`src/rtl/fetch_queue_pkg.sv`:
```
// Shared types and constants for the instruction fetch queue.
package riscv_fetch_pkg;

  localparam int PC_STEP       = 4;
  localparam int DEFAULT_DEPTH = 4;

  typedef struct packed {
    logic [31:0] pc;
    logic [31:0] instr;
  } fetch_entry_t;

  function automatic logic [31:0] align_pc(input logic [31:0] pc);
    return {pc[31:2], 2'b00};
  endfunction

endpackage

```
`src/rtl/fetch_queue_if.sv`:
```
// Push/pop/clear bus between the fetch control logic and its entry FIFO.
interface fetch_queue_if #(
  parameter int DEPTH = 4
);
  import riscv_fetch_pkg::*;

  localparam int CW = $clog2(DEPTH) + 1;

  logic         push;
  logic         pop;
  logic         clear;
  fetch_entry_t push_data;
  fetch_entry_t head;
  logic [CW-1:0] count;

  modport master (
    output push, pop, clear, push_data,
    input  head, count
  );

  modport slave (
    input  push, pop, clear, push_data,
    output head, count
  );

endinterface

```
`src/rtl/fetch_queue_fifo.sv`:
```
// Synchronous FIFO of fetch entries; head is read straight from storage, no bypass.
module fetch_fifo
  import riscv_fetch_pkg::*;
#(
  parameter int DEPTH = DEFAULT_DEPTH
) (
  input  logic       clk,
  input  logic       reset,
  fetch_queue_if.slave fif
);

  localparam int AW = $clog2(DEPTH);
  localparam int CW = AW + 1;

  fetch_entry_t  r_mem [DEPTH];
  logic [AW-1:0] r_wr_ptr;
  logic [AW-1:0] r_rd_ptr;
  logic [CW-1:0] r_count;

  logic w_push;
  logic w_pop;

  assign w_push = fif.push;
  assign w_pop  = fif.pop & (r_count != '0);

  always_ff @(posedge clk) begin
    if (!reset) begin
      r_wr_ptr <= '0;
      r_rd_ptr <= '0;
      r_count  <= '0;
    end else if (fif.clear) begin
      r_wr_ptr <= '0;
      r_rd_ptr <= '0;
      r_count  <= '0;
    end else begin
      if (w_push) r_wr_ptr <= r_wr_ptr + AW'(1);
      if (w_pop)  r_rd_ptr <= r_rd_ptr + AW'(1);
      r_count <= r_count + CW'(w_push) - CW'(w_pop);
    end
  end

  // When full, a simultaneous pop frees the slot the write lands in.
  always_ff @(posedge clk) begin
    if (w_push) r_mem[r_wr_ptr] <= fif.push_data;
  end

  assign fif.head  = r_mem[r_rd_ptr];
  assign fif.count = r_count;

endmodule

```
`src/rtl/fetch_queue.sv`:
```
// Instruction fetch queue: issues sequential fetches, tracks in-flight
// requests, drops stale responses after a redirect and buffers results.
module fetch_queue
  import riscv_fetch_pkg::*;
#(
  parameter int          DEPTH    = DEFAULT_DEPTH,
  parameter logic [31:0] RESET_PC = 32'h0000_0000
) (
  input  logic        clk,
  input  logic        reset,
  input  logic        redirect_valid,
  input  logic [31:0] redirect_pc,
  output logic        imem_req_valid,
  input  logic        imem_req_ready,
  output logic [31:0] imem_addr,
  input  logic        imem_rsp_valid,
  input  logic [31:0] imem_rsp_data,
  output logic        if_valid,
  input  logic        if_ready,
  output logic [31:0] if_pc,
  output logic [31:0] if_instr
);

  localparam int CW = $clog2(DEPTH) + 1;

  logic [31:0]   r_fetch_pc;
  logic [31:0]   r_rsp_pc;
  logic [CW-1:0] r_outstanding;
  logic [CW-1:0] r_drop_cnt;

  logic [CW-1:0] w_count;
  logic [CW:0]   w_inflight;
  logic          w_fire;
  logic          w_dropping;
  logic          w_push;
  logic          w_pop;
  logic [CW-1:0] w_out_after_rsp;
  logic [CW-1:0] w_outstanding_next;
  logic [CW-1:0] w_drop_next;

  fetch_queue_if #(.DEPTH(DEPTH)) fq ();

  fetch_fifo #(.DEPTH(DEPTH)) u_fifo (
    .clk   (clk),
    .reset (reset),
    .fif   (fq)
  );

  assign w_count = fq.count;

  // Slots are reserved at issue time, so a returning response always fits.
  assign w_inflight     = {1'b0, w_count} + {1'b0, r_outstanding};
  assign imem_req_valid = reset & ~redirect_valid & (w_inflight < (CW+1)'(DEPTH));
  assign imem_addr      = r_fetch_pc;
  assign w_fire         = imem_req_valid & imem_req_ready;

  assign w_dropping = (r_drop_cnt != '0);
  assign w_push     = imem_rsp_valid & ~redirect_valid & ~w_dropping;

  assign if_valid = reset & (w_count != '0) & ~redirect_valid;
  assign w_pop    = if_valid & if_ready;
  assign if_pc    = reset ? fq.head.pc    : 32'h0;
  assign if_instr = reset ? fq.head.instr : 32'h0;

  assign fq.push      = w_push;
  assign fq.pop       = w_pop;
  assign fq.clear     = redirect_valid;
  assign fq.push_data = '{pc: r_rsp_pc, instr: imem_rsp_data};

  always_comb begin
    w_out_after_rsp = r_outstanding;
    if (imem_rsp_valid && (r_outstanding != '0)) w_out_after_rsp = r_outstanding - CW'(1);
    w_outstanding_next = w_out_after_rsp + CW'(w_fire);

    // Everything still in flight after this cycle's response belongs to the old path.
    w_drop_next = r_drop_cnt;
    if (redirect_valid)                    w_drop_next = w_out_after_rsp;
    else if (imem_rsp_valid && w_dropping) w_drop_next = r_drop_cnt - CW'(1);
  end

  always_ff @(posedge clk) begin
    if (!reset) begin
      r_fetch_pc    <= RESET_PC;
      r_rsp_pc      <= RESET_PC;
      r_outstanding <= '0;
      r_drop_cnt    <= '0;
    end else begin
      r_outstanding <= w_outstanding_next;
      r_drop_cnt    <= w_drop_next;
      if (redirect_valid) begin
        r_fetch_pc <= align_pc(redirect_pc);
        r_rsp_pc   <= align_pc(redirect_pc);
      end else begin
        if (w_fire) r_fetch_pc <= r_fetch_pc + 32'(PC_STEP);
        if (w_push) r_rsp_pc   <= r_rsp_pc + 32'(PC_STEP);
      end
    end
  end

endmodule

```
`config.mk`:
```
export PLATFORM = sky130hd
export DESIGN_NAME = fetch_queue
export DESIGN_NICKNAME = d
export VERILOG_FILES = /design/src/rtl/fetch_queue_pkg.sv /design/src/rtl/fetch_queue_if.sv /design/src/rtl/fetch_queue_fifo.sv /design/src/rtl/fetch_queue.sv
export SDC_FILE = /design/constraint.sdc
export NUM_CORES = 1
export LEC_CHECK = 0
export CELL_PAD_IN_SITES_DETAIL_PLACEMENT = 1
export CELL_PAD_IN_SITES_GLOBAL_PLACEMENT = 2
export CORE_MARGIN = 4
export CORE_UTILIZATION = 43
export DETAILED_ROUTE_END_ITERATION = 7
export GPL_ROUTABILITY_DRIVEN = 0
export PLACE_DENSITY_LB_ADDON = 0.1
export SYNTH_ARGS = -nofsm -noshare
export SYNTH_HDL_FRONTEND = slang
export SYNTH_SLANG_ARGS = --single-unit
```
`constraint.sdc`:
```
create_clock -name clk -period 4.8 [get_ports clk]
set_clock_uncertainty 0.1 [all_clocks]
set_input_delay 1.2 -clock clk [delete_from_list [all_inputs] [get_ports clk]]
set_output_delay 1.2 -clock clk [all_outputs]
set_load 0.01 [all_outputs]
```
Word level (Yosys, flattened, before mapping). Memory sizes are Yosys's and may differ from the RTL's. A register that Yosys moved wholly into a read port is not among the register bits. Cells that the tools add are included.

Add/sub/neg operators: 10. $lt $le $gt $ge: 1. Multiplexer cells: 13. Bitwise gates (word level): 12. Reductions and logical operators: 9.

Operator list (count): 32-bit 2-to-1 mux (6); 32-bit by 3-bit adder with 32-bit output (second input constant) (2); 1-bit AND (9); 3-bit 2-to-1 mux (3); 3-bit nonzero test (3); 3-bit by 1-bit adder with 3-bit output (2); 2-bit nonzero test (3); 3-bit by 1-bit subtractor with 3-bit output (second input constant) (2); 2-bit by 1-bit adder with 2-bit output (second input constant) (2); 3-bit by 3-bit adder with 4-bit output (1); 4-bit by 3-bit < comparator with 1-bit output (second input constant) (1); 2-bit 2-to-1 mux (2); 1-bit NOT (3); 3-bit by 1-bit subtractor with 3-bit output (1); 1-bit logical AND (2); 1-bit 2-to-1 mux (2); 2-bit OR reduction (1).

Register bits: 77. Memory bits (writable): 256. Input bits: 70. Output and inout port bits: 98. Logic and storage cells: 55. Memories kept: 1.

Memories: u_fifo.r_mem (depth 4, bits a word 64, rd ports 1, clocked after Yosys merged registers in 1, wr ports 1, RTL line fetch_queue_fifo.sv:15) `fetch_entry_t r_mem [DEPTH];`.

Logic depth before layout (Yosys ltp).
Depth after elaboration: 7. Depth in mapped cells: 10.

Modules after synthesis. From an unflattened synthesis, not the netlist that was laid out.

Cells, all modules: 965. Area total of the unflattened synthesis: 14276.2 µm².

Modules (own cells, without submodules): fetch_fifo (times used 1, cells an instance 380, area an instance 9788.1 µm²); fetch_queue (times used 1, cells an instance 585, area an instance 4488.1 µm²).

Worst setup path before layout. OpenSTA, ideal clock, no wires.

Path kind: input to register. Start point: input imem_rsp_valid. End point: memory u_fifo.r_mem[0][0] (netlist bit) (enable). Data arrival time: 3.176 ns. Required time: 4.273 ns. Path slack: 1.097 ns. Cell stages on the path: 4. Buffers on the path: 1. Cell sequence: buf_4 > nand3b_4 > nor2_1 > and2_1.

Longest elaborated chain between the ends: 4.

Ends and longest elaborated chain: from (decl) (RTL line fetch_queue.sv:16) `input logic imem_rsp_valid,`; 1-bit AND (2 in series) (RTL line fetch_queue.sv:58) `assign w_push = imem_rsp_valid & ~redirect_valid & ~w_dropping;`; named net fq.push (RTL line fetch_queue_if.sv:9) `logic push;`; 1-bit 2-to-1 mux (RTL line fetch_queue_fifo.sv:44) `if (w_push) r_mem[r_wr_ptr] <= fif.push_data;`; 1-bit 2-to-1 mux (implied by the code) (RTL line fetch_queue_fifo.sv:44); to (decl) (RTL line fetch_queue_fifo.sv:15).

The timed path passes the listed nets, and every way through them passes these cells.

Worst setup path after layout.
Start point: input redirect_valid. End point: output if_valid.

Longest elaborated chain between the ends: 2.

Ends and longest elaborated chain: from (decl) (RTL line fetch_queue.sv:11) `input logic redirect_valid,`; 1-bit NOT (RTL line fetch_queue.sv:60) `assign if_valid = reset & (w_count != '0) & ~redirect_valid;`; 1-bit AND (RTL line fetch_queue.sv:60); to (decl) (RTL line fetch_queue.sv:18) `output logic if_valid,`.

No other way between the ends.

==> qor.txt <==
I/O Pins = 168
GR Util met1 = 26.6%
Routed vias = 8,038
R2R Path End = imem_addr[23]
Crit Reg-Reg Startpoint = u_fifo.fif.count[1]
Most frequent cells in the layout = edfxtp_1 (248), clkdlybuf4s50_1 (160), and2_1 (73), dfxtp_1 (73), mux4_2 (62)
Post-synthesis cell area = 13,500 um2
Post-synth EDFFs = 248
Required @ worst endpoint = 3500 ps
GR Util All Layers = 18.1%
Final HPWL DP = 19.1 mm
Total power = 6.61 mW
Vias per cell = 5.43
Main synth FF type = edfxtp_1
PortBufs = 161
Post-synthesis sequential area ratio = 66.5%
Pin count of the biggest net entering global routing = 96
Std cell rows = 64
Clock slew at reported path FFs = 60 ps
Initial DRC count = 436
Avg Inst Size Synth = 15.0 um2
Starting Density = 43.8%
Critical path startpoint category = input port
Flop pwr share = 49.6%
Layout cells sized above 1 = 13.5%
DP Area = 15,500 um2
R2r setup slk = 1960 ps
Leakage = 5.46 nW
Cell total after placement = 1,420
Reg2Reg Depth = 7
P_int = 5.12 mW
GRT met3 Usage = 2.97%
#FFs+latches synth = 323
Kind of critical path = input port to primary output
Design Area, Final = 16,700 um2
Psw = 1.49 mW
Clock Root Buffer = clkbuf_16
Routed WL per cell = 20.7 um
Sw frac = 22.6%
Fraction of registers with async set/reset = 0%
Hold violation count in the final report = 0
Total negative slack = 0 ps
Arrival time at the worst endpoint = 2760 ps
Synth Instances = 897
Drt pass-1 iters = 4
Worst setup EP type = primary output
Slew margin rel. = 28.2%
GRT met2 Usage = 29.0%
Number of routed nets with antenna violations = 0
Crit Path Max Fanout = 9
Antenna diodes = 0
Clk sink count = 323
Crit share post-route = 84.6%
Status = complete, no violations
Combinational share of power = 11.0%
Worst-Margin Slew = 1080 ps
Hold path endpoint = imem_addr[17]
Final setup violation count = 0
DRC Markers = 0
Post-layout min period = 4060 ps
Post-CTS sizing = 0
Clk pwr share = 39.4%
Initial antenna violation count = 0
NumNets Final = 1,147
GRT overflow = 0
Fin. max-slew vios = 0
Chip height = 185 um
Hold_sp = imem_addr[17]
DIE AREA = 34,200 um2
TritonCTS Buffers = 34
Synth warn = 0
Synth cell types = 57
Post-CTS setup buffer count = 0
Total wire length = 30.6 mm
Bufs on Longest Clock Path = 3
Cell Pwr Density = 397 nW/um2
CTS tree = built
Hold WC Path Type = flop to flop
Vias in the first global route = 8,570
Core Box Area = 30,700 um2
Clock Latency Late Sink = 500 ps
Fill count = 2,988
Fin cells = 1,480
Final core occ = 54.2%
Busiest grt layer = met2
Hold_buf cts = 0
Most common cell after layout, fill and taps aside = edfxtp_1
Die X = 185 um
Maximum clock frequency = 246 MHz
Maximum VDD drop = 0.243 mV
First-pass GRT wire length = 48.9 mm
Layout area overhead = 23.7%
Hold depth = 2
Max-cap violations = 0
Max H-tree Level = 2
RSZ-0062 raised after global routing = false
[layer usage]
metal | vias to the layer above | wire length, um
met5 | - | 0
met4 | 0 | 434
met3 | 35 | 1460
met2 | 193 | 14300
met1 | 4042 | 14400
li1 | 3768 | -
[critical path, stage by stage]
cell,delay (ps)
clkdlybuf4s50_1,410
nand2b_1,280
buf_4,240
nor2_1,100
clkdlybuf4s50_1,530
[final cells by class]
cell class / instances / area [um2] / area share [%]
Sequential cell: 323 / 8950 / 53.7
Multi-Input combinational cell: 507 / 4230 / 25.4
Timing Repair Buffer: 177 / 1800 / 10.8
Clock buffer: 42 / 922 / 5.54
Tap cell: 396 / 495 / 2.97
Clock inverter: 18 / 194 / 1.16
Inverter: 17 / 63.8 / 0.383
[worst max path at each step]
| stage | start | to | slack [ps] | cells past startpoint |
|---|---|---|---|---|
| global route | flop | if_pc[31] | 550 | 4 |
| global placement | redirect_valid | if_valid | 710 | 5 |
| CTS | flop | if_pc[18] | 620 | 4 |
| finish | redirect_valid | if_valid | 740 | 5 |
| floorplan | imem_rsp_valid | u_fifo.r_mem[0][0] | 1100 | 4 |
| detailed placement | redirect_valid | if_valid | 700 | 5 |
[sequential cells by signal, summed over array words and instances (netlist names), named ones only]
name and count:
r_rsp_pc 30, imem_addr 30, u_fifo.r_rd_ptr 2, r_drop_cnt 3
u_fifo.r_mem 248, u_fifo.fif.count 3, r_outstanding 3, u_fifo.r_wr_ptr 2
[cells by family after synthesis]
kind of cell | share of synthesized area, %
fa+ha+maj | 1.64
other cells | 0.0279
simple gates | 11.0
compound gates | 5.32
xor+xnor | 2.73
buf+inv | 2.25
mux | 10.6
flops | 66.5
[power groups by stage]
| stage | sequential (mW) | clock [mW] | combinational [mW] |
|---|---|---|---|
| finish | 3.28 | 2.61 | 0.727 |
| CTS | 3.28 | 2.68 | 0.745 |
| detailed placement | 3.34 | 0 | 0.738 |
| global placement | 3.33 | 0 | 0.731 |
| floorplan | 3.31 | 0 | 0.412 |
| global route | 3.30 | 2.81 | 0.802 |
[stage by stage]
step                      setup slack, ps  hold WS [ps]
after floorplan                      1100           380
after global placement                707           400
after detailed placement              699           406
after CTS                             623           419
after global routing                  546           445
final                                 738           424
[synth_stat cells, drive strengths merged, types with 18 or more instances]
cell    count  area share, %
nor2       30           0.84
nand3      24           0.93
nand2      42            1.2
clkbuf     35           0.98
mux4       62             10
and2       77            3.6
xor2       30            2.0
dfxtp      75             11
edfxtp    248             55
a21oi      47            1.7
o21ai      42            1.6
nand4      20            1.0
buf        18           0.80
(Power assumes the default switching activity.)
